`config.mk`:
```
export PLATFORM = sky130hd
export DESIGN_NAME = laser_pulse_gen
export DESIGN_NICKNAME = d
export VERILOG_FILES = /design/src/rtl/laser_pulse_gen.sv
export SDC_FILE = /design/constraint.sdc
export NUM_CORES = 1
export LEC_CHECK = 0
export ABC_AREA = 1
export BUFFER_PORTS_ARGS = -buffer_cell sky130_fd_sc_hd__buf_2
export CAP_MARGIN = 20
export CORE_ASPECT_RATIO = 1.1
export CORE_MARGIN = 4
export CORE_UTILIZATION = 50
export CTS_CLUSTER_SIZE = 30
export DETAILED_ROUTE_END_ITERATION = 8
export PLACE_DENSITY = 0.75
export SETUP_SLACK_MARGIN = 0.4
export SYNTH_ARGS = -nofsm -noshare
export SYNTH_HDL_FRONTEND = slang
export SYNTH_SLANG_ARGS = --single-unit
```
`constraint.sdc`:
```
create_clock -name clk -period 4.5 [get_ports clk]
set_input_delay 0 -clock clk [delete_from_list [all_inputs] [get_ports clk]]
set_output_delay 0 -clock clk [all_outputs]
set_load 0.1 [all_outputs]
```
`src/rtl/laser_pulse_gen.sv`:
```
// Programmable laser trigger generator: arms the driver, then emits a counted or
// continuous train of fixed-width pulses, with graceful stop and immediate fault abort.
module laser_pulse_gen #(
    parameter int CNT_W      = 32,
    parameter int ARM_CYCLES = 16
) (
    input  logic             clk,
    input  logic             rst,
    input  logic             start,
    input  logic             stop,
    input  logic             fault_in,
    input  logic             clear_fault,
    input  logic [CNT_W-1:0] pulse_width,
    input  logic [CNT_W-1:0] pulse_period,
    input  logic [CNT_W-1:0] pulse_count,
    output logic             laser_pulse,
    output logic             laser_ready,
    output logic             busy,
    output logic             done,
    output logic             fault,
    output logic             cfg_error,
    output logic [CNT_W-1:0] pulses_sent
);

    typedef enum logic [2:0] {
        S_IDLE, S_ARM, S_PULSE_HI, S_PULSE_LO, S_FAULT
    } state_t;

    localparam logic [CNT_W-1:0] ARM_LOAD = CNT_W'(ARM_CYCLES - 1);
    localparam logic [CNT_W-1:0] ONE      = CNT_W'(1);

    state_t           state_q, state_d;
    logic [CNT_W-1:0] cnt_q, cnt_d;
    logic [CNT_W-1:0] width_q, width_d;
    logic [CNT_W-1:0] period_q, period_d;
    logic [CNT_W-1:0] count_q, count_d;
    logic [CNT_W-1:0] sent_q, sent_d;
    logic             stop_pend_q, stop_pend_d;
    logic             cfg_err_q, cfg_err_d;
    logic             done_evt;

    logic             pulse_q, pulse_d;
    logic             ready_q, ready_d;
    logic             busy_q, busy_d;
    logic             done_q, done_d;
    logic             fault_q, fault_d;

    logic             cfg_ok;
    logic             count_reached;
    logic [CNT_W-1:0] sent_inc;

    assign cfg_ok        = (pulse_width != '0) && (pulse_period > pulse_width);
    assign count_reached = (count_q != '0) && (sent_q == count_q);
    assign sent_inc      = (sent_q == '1) ? sent_q : sent_q + ONE;

    // NOTE: all state, including the shadow config, is reset so no X can reach the laser driver.
    always_ff @(posedge clk or posedge rst) begin
        if (rst) begin
            state_q     <= S_IDLE;
            cnt_q       <= '0;
            width_q     <= '0;
            period_q    <= '0;
            count_q     <= '0;
            sent_q      <= '0;
            stop_pend_q <= 1'b0;
            cfg_err_q   <= 1'b0;
            pulse_q     <= 1'b0;
            ready_q     <= 1'b0;
            busy_q      <= 1'b0;
            done_q      <= 1'b0;
            fault_q     <= 1'b0;
        end else begin
            state_q     <= state_d;
            cnt_q       <= cnt_d;
            width_q     <= width_d;
            period_q    <= period_d;
            count_q     <= count_d;
            sent_q      <= sent_d;
            stop_pend_q <= stop_pend_d;
            cfg_err_q   <= cfg_err_d;
            pulse_q     <= pulse_d;
            ready_q     <= ready_d;
            busy_q      <= busy_d;
            done_q      <= done_d;
            fault_q     <= fault_d;
        end
    end

    // NOTE: every comb output gets a default first, so no path can infer a latch.
    always_comb begin
        state_d     = state_q;
        cnt_d       = cnt_q;
        width_d     = width_q;
        period_d    = period_q;
        count_d     = count_q;
        sent_d      = sent_q;
        stop_pend_d = stop_pend_q;
        cfg_err_d   = cfg_err_q;
        done_evt    = 1'b0;

        if (fault_in && state_q != S_FAULT) begin
            state_d     = S_FAULT;
            stop_pend_d = 1'b0;
        end else begin
            unique case (state_q)
                S_IDLE: begin
                    if (start) begin
                        if (cfg_ok) begin
                            width_d     = pulse_width;
                            period_d    = pulse_period;
                            count_d     = pulse_count;
                            sent_d      = '0;
                            cfg_err_d   = 1'b0;
                            stop_pend_d = 1'b0;
                            cnt_d       = ARM_LOAD;
                            state_d     = S_ARM;
                        end else begin
                            cfg_err_d = 1'b1;
                        end
                    end
                end
                S_ARM: begin
                    if (stop) begin
                        state_d     = S_IDLE;
                        done_evt    = 1'b1;
                        stop_pend_d = 1'b0;
                    end else if (cnt_q == '0) begin
                        state_d = S_PULSE_HI;
                        cnt_d   = width_q - ONE;
                        sent_d  = sent_inc;
                    end else begin
                        cnt_d = cnt_q - ONE;
                    end
                end
                S_PULSE_HI: begin
                    if (stop) stop_pend_d = 1'b1;
                    if (cnt_q == '0) begin
                        state_d = S_PULSE_LO;
                        cnt_d   = period_q - width_q - ONE;
                    end else begin
                        cnt_d = cnt_q - ONE;
                    end
                end
                S_PULSE_LO: begin
                    if (cnt_q == '0) begin
                        // A stop seen on the final LO cycle still ends the burst here.
                        if (stop_pend_q || stop || count_reached) begin
                            state_d     = S_IDLE;
                            done_evt    = 1'b1;
                            stop_pend_d = 1'b0;
                        end else begin
                            state_d = S_PULSE_HI;
                            cnt_d   = width_q - ONE;
                            sent_d  = sent_inc;
                        end
                    end else begin
                        cnt_d = cnt_q - ONE;
                        if (stop) stop_pend_d = 1'b1;
                    end
                end
                S_FAULT: begin
                    stop_pend_d = 1'b0;
                    if (clear_fault && !fault_in) state_d = S_IDLE;
                end
                default: state_d = S_IDLE;
            endcase
        end
    end

    // Outputs are decoded from the next state and registered.
    always_comb begin
        pulse_d = (state_d == S_PULSE_HI);
        ready_d = (state_d == S_ARM) || (state_d == S_PULSE_HI) || (state_d == S_PULSE_LO);
        busy_d  = ready_d;
        fault_d = (state_d == S_FAULT);
        done_d  = done_evt;
    end

    assign laser_pulse = pulse_q;
    assign laser_ready = ready_q;
    assign busy        = busy_q;
    assign done        = done_q;
    assign fault       = fault_q;
    assign cfg_error   = cfg_err_q;
    assign pulses_sent = sent_q;

endmodule

```
# == After elaboration in Yosys (flattened, before gate mapping) ==
# Cells that the tools add are included.
# W data, S select, Z words.
# op_classes
bitwise_logic,1
n_reduce_logical,21
n_eq_ne,22
add_sub_neg,5
n_mux,40
order_cmp,1
# ops
op,count
$mux W32,14
$pmux W32 S4,1
$pmux W32 S3,1
$sub A32 B1 Y32 const B,3
$reduce_bool A32 Y1,2
$add A32 B1 Y32 const B,1
$eq A32 B32 Y1,1
$eq A32 B32 Y1 const B,1
$gt A32 B32 Y1,1
$logic_not A32 Y1,1
$sub A32 B32 Y32,1
$mux W3,8
$ne A3 B3 Y1 const B,5
$pmux W3 S5,1
$eq A3 B2 Y1 const B,4
$mux W1,12
$ne A2 B2 Y1 const B,6
$reduce_and A8 Y1,1
$eq A3 B1 Y1 const B,2
$eq A3 B3 Y1 const B,2
$reduce_and A6 Y1,1
$reduce_bool A6 Y1,1
$pmux W1 S5,1
$reduce_and A5 Y1,1
other kinds (12),18
# word_totals
reg_bits,169
elab_cells,102

# == Logic depth before layout (Yosys ltp) ==
# Gate-level depths: netlist (run 1).
# logic_depth
word_depth,10
depth_mapped,21
ltp_nobuf,19

# == Least setup slack after synthesis (run 1) ==
# OpenSTA, ideal clock, no wires.
# synth_timing
path_kind,reg2reg
from,"register sent_q[0], in the netlist pulses_sent[0]"
to,"register sent_q[0], in the netlist pulses_sent[0]"
setup_time_ns,0.068
arrival_time_ns,2.666
period_less_slack_ns,2.734
setup_slack_ns,1.766
path_buffers,1
path_stages_with_launch,13
t_required_ns,4.432
path_cell_list,dfrtp_1 > ha_1 > nand2_1 > nor2_2 > inv_1 > nor2_1 > nand4_1 > nor3b_1 > a21oi_1 > nand4_4 > buf_6 > nand2_1 > nand2_1
# synth_between
elab_chain_cells,5
# synth_lines
element,line_no,rtl
"start, declared",37,"logic [CNT_W-1:0] sent_q, sent_d;"
"start signal, assigned",78,sent_q <= sent_d;
$add A32 B1 Y32 (tied with other cells),54,assign sent_inc = (sent_q == '1) ? sent_q : sent_q + ONE;
$mux W32 or $logic_and A1 B1 Y1 (tied branches),"54, 53",
$mux W32 (tied with other cells),147,if (stop_pend_q || stop || count_reached) begin
$mux W32 (tied with other cells),145,if (cnt_q == '0) begin
$pmux W32 S3 or $reduce_and A8 Y1 (tied branches),n/a,
# Several ways; a longest one is shown, not always the timed one. The select of a mux whose other input is x is not followed.
# A chain may end at the register's enable or synchronous reset.

# == Final worst setup path (run 1) ==
# layout_timing
from,register cnt_q[0]
to,"register sent_q[13], in the netlist pulses_sent[13]"
# layout_between
elab_chain_cells,3
# layout_lines
element,line_no,rtl
"start, declared",33,"logic [CNT_W-1:0] cnt_q, cnt_d;"
"start signal, assigned",74,cnt_q <= cnt_d;
$logic_not A32 Y1 *,"127, 145",
$ne A2 B2 Y1 (no source line),n/a,
$reduce_and A8 Y1 (no source line) *,n/a,
# Mark *: on every way between the ends. The rest lies on a longest branch, timed or not.

==> flow_summary.toml, run 1 <==
[detailed_routing]
detail_route.iter0.violations = 1143
post_detailed_routing_wire_length_um = 46500
viasPerCell = 5.49
wire_per_inst_um = 17.0
dr_total_vias = 15000
drt_drc_violations_left = 0
postRouteAntennaNets = 0
dr.pass1.iters = 7

[run]
max-cap-violations = 0

[hold_path]
worst_hold_path_type = "in -> reg"

[yosys]
synth_flop_cell = "dfrtp_1"
synth_sequential_area_ratio_pct = 30.8
synth_mux_area_share_pct = 0
synth_area_leaders = "dfrtp_1, nand2_1, nor2_1"
synth.cell_area_sq_um = 13700
synth_area_per_cell_sq_um = 6.34
synth_top_cell_area_share_pct = 30.8
dominant_cell_by_count_in_the_synthesized_netlist = "nand2_1"
synth_cell_type_count = 40
synth_top_family_by_area = "simple AND/OR/NAND/NOR gates"
synth_simple_gate_area_share_pct = 38.7
synthXorXnorAreaFrac_pct = 6.13
synth_edf_count = 0
yosys_warnings = 0
postSynthNetCount = 2335
synth-compound-area-share_pct = 8.81
ys_top_cells_by_count = "nand2_1, nor2_1, inv_1"
yosys.area.top_type = "dfrtp_1"
proportion_of_synthesized_flip_flops_having_asynchronous_set_or_reset_pct = 100
synth.ff_latch_count = 169
postSynthCellCount = 2166
synth_adder_area_share_pct = 6.16

[placed_design]
dpl-instance-area_sq_um = 14600
placedCellCount = 2603
buffer_ports.inserted = 139
finalWeightedCongestion = 0.982
hpwl_um = 34000

[sta]
post-route-min-period_ns = 3.17
setup_viol = 0
fmax_ghz = 0.315
min_period_over_period_pct = 70.5
maxSlewHeadroom_pct = 32.9
fin_tns_setup_ns = 0
worst_pin_slew_ns = 1.01
hold_viol_final = 0
rsz0062_at_grt = "no"
timing_max_transition_violations_final = 0
clock_skew_ns = 0.0155

[critical_path]
critPathMaxFanout = 33
critical-path-slowest-cell = "nand2_2"
critPathArrivalTime_ns = 3.50
crit_family = "simple AND/OR/NAND/NOR gates"
worst-path-buf-inv = 1
setup.worst_path.class = "reg -> reg"
worst-endpoint-required_ns = 4.83
timing.critical_path.to_type = "register"
crit_chain = "inv_1 > ha_1 > nand2_2 > nor2_4 > nand4_1 > nor2_2 > nand2_2 > nor2_1 > nand2_2 > nand2_2 > nand4_4 > nand2_1 > nand2_1"
worst_path_most_repeated_cell = "nand2_2"
crit_path_max_incr_delay_ns = 0.57
critical_path.startpoint_type = "register"

[grt]
antenna_violations_before_repair = 1
grt_util_all_layers_pct = 30.7
grt_max_degree = 170
via_count_of_the_first_global_routing_pass = 15000
wire_length_of_the_first_global_routing_pass_um = 75700
overflow = 0

[floorplanning]
floorplan.rows = 63
die-area_sq_um = 30200
die_w_um = 166
pin_count = 140
core_region_area_sq_um = 27000
floorplan.initialDensity_pct = 50.8
die_h_um = 182

[clocking]
clk_pin_slew_ns = 0.08
clock_root_buffer = "clkbuf_16"
h-tree-depth = 4
clock_latency_ns = 0.46
cts_tree = "yes"
cts_post_setup_buffers_inserted = 0
cts_num_sinks = 169
cts_inserted_buffers = 17
cts-resized-gates = 0
clockBufferDepth = 2

[cells_and_area]
count_of_non_filler_cells_in_the_finished_layout = 2738
design.final.nets = 2536
syn_to_final_growth_pct = 18.4
post_route_cells_drive_above_1_share_pct = 8.70
layout.cell_area.non_filler_sq_um = 16200

[power]
p_per_area_nw_per_um2 = 515
ir_drop_worst_vdd_uv = 305
leakage_nw = 8.38

[outcome]
run_status = "finished, final reports clean"
-- worst paths after layout --
check / from / endpoint / slack (ns) / depth (start not counted)
min in group asynchronous: rst / period_q[31] / 0.36 / 4
max in group asynchronous: rst / width_q[1] / 3.41 / 4
setup / recovery: cnt_q[0] / pulses_sent[13] / 1.33 / 13
hold / removal: pulse_count[13] / count_q[13] / 0.28 / 4
hold reg to reg: period_q[14] / period_q[14] / 0.51 / 2
setup reg to reg: cnt_q[0] / pulses_sent[13] / 1.33 / 13
-- cells in the final DEF (no fill, tap or decap), types with 2 or more instances in the layout --
cell type      netlist  routed
nand2_1            776     776
nor2_1             258     257
inv_1              244     243
dfrtp_1            169     169
buf_2               26     139
o21ai_0            137     137
nand3_1            113     113
dlygate4sd3_1        0     102
nand4_1             73      73
ha_1                66      66
a21oi_1             59      58
xor2_1              55      55
xnor2_1             41      41
nor3_1              36      36
clkbuf_16            0      17
buf_4                4      12
o21ai_1              9       9
nor4_1               6       6
nor2_2               6       6
o21bai_1             6       6
o211ai_1             6       6
inv_6                0       5
nand2_2              4       4
a31oi_1              4       4
nor3b_1              3       3
o31ai_1              3       3
inv_8                0       3
clkinv_4             0       3
clkinv_8             0       3
a21o_1               2       2
o21a_1               2       2
nor2_4               1       2
and2_1               2       2
inv_2                2       2
nand3_2              2       2
or2_2                2       2
-- layout make-up --
class | instances | area (sq um)
clock inverter | 14 | 153
multi-input combinational | 1679 | 8220
clock buffer | 18 | 439
tap | 357 | 447
antenna | 1 | 2.50
sequential | 169 | 4230
fill | 2556 | 10800
timing repair buffer | 254 | 1830
inverter | 246 | 927
-- kinds of logic (layout without fill, tap and decap cells) --
logic type               after synthesis  count (layout)
AO/OA/AOI/OAI                        230             230
XOR/XNOR                              96              96
other                                  0               1
flip-flops                           169             169
AND/OR/NAND/NOR                     1286            1286
adder cells (fa/ha/maj)               67              67
buffers and inverters                318             532
-- power by group --
group	leakage (nW)	switching [mW]	internal [mW]
clock	0.291	0.759	0.759
combinational	5.89	2.99	1.46
sequential	2.19	0.444	1.96
-- metal layers --
layer,track usage [%],wire length (um),up-vias
li1,-,-,7287
met1,37.7,18900,6987
met2,52.4,22400,577
met3,4.59,2590,173
met4,16.0,2580,0
met5,0,0,-
-- stage by stage --
step / total power, mW / util, % / setup WS [ns] / hold WS [ns]
3_3_place_gp: 6.62 / 54.1 / 1.50 / 0.204
4_1_cts: 8.28 / 60.1 / 1.33 / 0.276
6_report: 8.37 / 60.1 / 1.33 / 0.284
3_5_place_dp: 6.68 / 54.1 / 1.34 / 0.204
5_1_grt: 9.07 / 60.1 / 1.02 / 0.302
2_1_floorplan: 5.47 / - / 1.77 / 0.0976
-- registers in the layout, indices dropped and copies added, names as in the netlist --
register     cells
busy             1
cfg_error        1
cnt_q           32
count_q         32
done             1
fault            1
laser_pulse      1
period_q        32
pulses_sent     32
state_q          3
stop_pend_q      1
width_q         32
-- worst min-delay path, delay by kind of cell --
family	cells	cell delay, ns
buffers and inverters	2	0.61
AND/OR/NAND/NOR	1	0.04
AO/OA/AOI/OAI	1	0.06
-- repair_timing --
item / CTS / global route
endpoints found under the setup margin: 0 / 0
hold buffers: 102 / 0
endpoints found under the hold margin: 270 / 0
(Power assumes the default switching activity.)
==> inputs of run 2 (changes only) <==
--- a/config.mk
+++ b/config.mk
@@ -13,7 +13,7 @@
 export CORE_UTILIZATION = 50
 export CTS_CLUSTER_SIZE = 30
 export DETAILED_ROUTE_END_ITERATION = 8
-export PLACE_DENSITY = 0.75
+export PLACE_DENSITY = 0.72
 export SETUP_SLACK_MARGIN = 0.4
 export SYNTH_ARGS = -nofsm -noshare
 export SYNTH_HDL_FRONTEND = slang
==> constraint.sdc (replaced) <==
create_clock -name clk -period 2.96 [get_ports clk]
set_input_delay 0 -clock clk [delete_from_list [all_inputs] [get_ports clk]]
set_output_delay 0 -clock clk [all_outputs]
set_load 0.1 [all_outputs]
==> run 2 against run 1 <==
Compared with the run above: setup slack worse by 0.87 ns; hold slack got worse by 0.085 ns; non-clock buffer count rose by 31; clock skew is 0.0032 ns lower; critical endpoint is now cnt_q[23]; highest routed layer unchanged.
==> flow_summary.toml, run 2 (synthesized netlist as in run 1, its figures left out) <==
[outcome]
run_status = "finished, final reports clean"

[cells_and_area]
multi_input_comb_area_sq_um = 8350
layout_common_cells = "nand2_1, nor2_1, inv_1, dfrtp_1, buf_2"
fill_cells = 2540
area.sequential_sq_um = 4240
layout.cell_area.non_filler_sq_um = 16800
mostFrequentLayoutCell = "nand2_1"
design.final.nets = 2570
post_route_cells_drive_above_1_share_pct = 11.6
syn_to_final_growth_pct = 22.7

[clocking]
clock_root_buffer = "clkbuf_16"
cts_tree = "yes"
clk_pin_slew_ns = 0.08
h-tree-depth = 4
cts_inserted_buffers = 17
clock_latency_ns = 0.45
cts_num_sinks = 169
clockBufferDepth = 2

[sta]
fmax_ghz = 0.400
worst_pin_slew_ns = 0.613
hold_viol_final = 0
maxSlewHeadroom_pct = 59.1
timing_max_transition_violations_final = 0
clock_skew_ns = 0.0123
setup_viol = 0
rsz0062_at_grt = "no"
min_period_over_period_pct = 84.4
fin_tns_setup_ns = 0
post-route-min-period_ns = 2.50

[grt]
via_count_of_the_first_global_routing_pass = 14900
antenna_violations_before_repair = 4
overflow = 0
grt_max_degree = 109
grt_util_all_layers_pct = 31.6
wire_length_of_the_first_global_routing_pass_um = 77000

[floorplanning]
core_region_area_sq_um = 27000
pin_count = 140
die_w_um = 166
floorplan.rows = 63
die-area_sq_um = 30200
die_h_um = 182
floorplan.initialDensity_pct = 50.8

[detailed_routing]
detail_route.iter0.violations = 1269
top_signal_layer_used = "met4"
drt_drc_violations_left = 0
wire_per_inst_um = 18.1
dr.pass1.iters = 7
met2RoutedLength_um = 24900
post_detailed_routing_wire_length_um = 50400
wirelength_met1_um = 19900
dr_total_vias = 15200
viasPerCell = 5.50
postRouteAntennaNets = 0
routed-wl-met3_um = 2860

[power]
p_per_area_nw_per_um2 = 787
ir_drop_worst_vdd_uv = 408
leakage_nw = 8.59

[critical_path]
critical_path.startpoint_type = "register"
critical_path.reg2reg.startpoint = "cnt_q[1]"
timing.critical_path.to_type = "register"
cp-startpoint = "cnt_q[1]"
setup.worst_path.class = "reg -> reg"
worst-endpoint-required_ns = 3.30
critPathMaxFanout = 8
critPathArrivalTime_ns = 2.84

[run]
max-cap-violations = 0

[placed_design]
buffer_ports.inserted = 139
dpl-instance-area_sq_um = 14800
hpwl_um = 36500
finalWeightedCongestion = 1.00

[hold_path]
worst_hold_path_type = "in -> async"
[run 2: cell types whose count changed in the layout (fill, tap and decap cells not counted), moves of 5 or more]
| cell | change |
|---|---|
| buf_4 | +13 |
| buf_12 | +10 |
| dfrtp_1 | -8 |
| dfrtp_2 | +8 |
| ha_1 | -8 |
| nor2_1 | -7 |
| nor2_2 | +7 |
| ha_2 | +6 |
| nand2_1 | -5 |
| nand2_2 | +5 |
[run 2: what timing repair did]
item | CTS | global route
pin swaps | 1 | 7
gates resized for setup | 7 | 55
setup endpoints to repair | 41 | 133
gates cloned | 1 | 7
setup buffers | 0 | 12
hold buffers | 102 | 0
endpoints found under the hold margin | 270 | 0
[run 2: worst paths after layout]
path | slack [ns] | cells past startpoint | to
max | 0.46 | 14 | cnt_q[23]
min | 0.20 | 4 | count_q[5]
max reg2reg | 0.46 | 14 | cnt_q[23]
min reg2reg | 0.52 | 2 | period_q[13]
max in group asynchronous | 2.21 | 4 | width_q[14]
min in group clk | 0.30 | 4 | count_q[12]
[run 2: area by class of cell]
type,instances,share of cell area [%]
clock inverter,14,0.936
inverter,246,5.58
timing repair buffer,285,13.3
sequential,169,25.2
antenna,4,0.0594
clock buffer,18,2.61
timing repair inverter,2,0.104
multi-input combinational,1680,49.6
tap,357,2.65
[run 2: metrics by stage]
stage | power (mW) | std cells | setup WS [ns] | util [%] | hold slack [ns]
after floorplan | 8.32 | 2166 | 0.489 | - | 0.0976
after global placement | 10.2 | 2617 | 0.242 | 54.7 | 0.151
after detailed placement | 10.3 | 2617 | 0.216 | 54.7 | 0.159
after CTS | 12.8 | 2752 | 0.374 | 60.8 | 0.235
after global routing | 14.3 | 2775 | 0.309 | 62.3 | 0.237
final | 13.3 | 2775 | 0.462 | 62.3 | 0.199
[run 2: critical path, cell delays in order, from the launching register on]
cell and delay [ns]:
dfrtp_1 0.39, inv_1 0.11, ha_4 0.16, nand2_2 0.10, nor2_4 0.14, nand4_1 0.12, nor2_2 0.16, nand2_2 0.10
nor3_4 0.33, nand3_2 0.18, nand3_4 0.25, buf_12 0.15, inv_6 0.05, nand2_1 0.07, nand2_1 0.05
[run 2: power by group]
| group | switching [mW] | total [mW] | internal, mW |
|---|---|---|---|
| Sequential | 0.631 | 3.62 | 2.98 |
| Combinational | 4.80 | 7.29 | 2.49 |
| Clock | 1.13 | 2.35 | 1.22 |
[run 2: routing by layer]
| layer | vias to the layer above | track usage (%) |
|---|---|---|
| met5 | - | 0 |
| met4 | 0 | 15.2 |
| met3 | 172 | 3.94 |
| met2 | 617 | 56.0 |
| met1 | 7078 | 38.2 |
| li1 | 7382 | - |
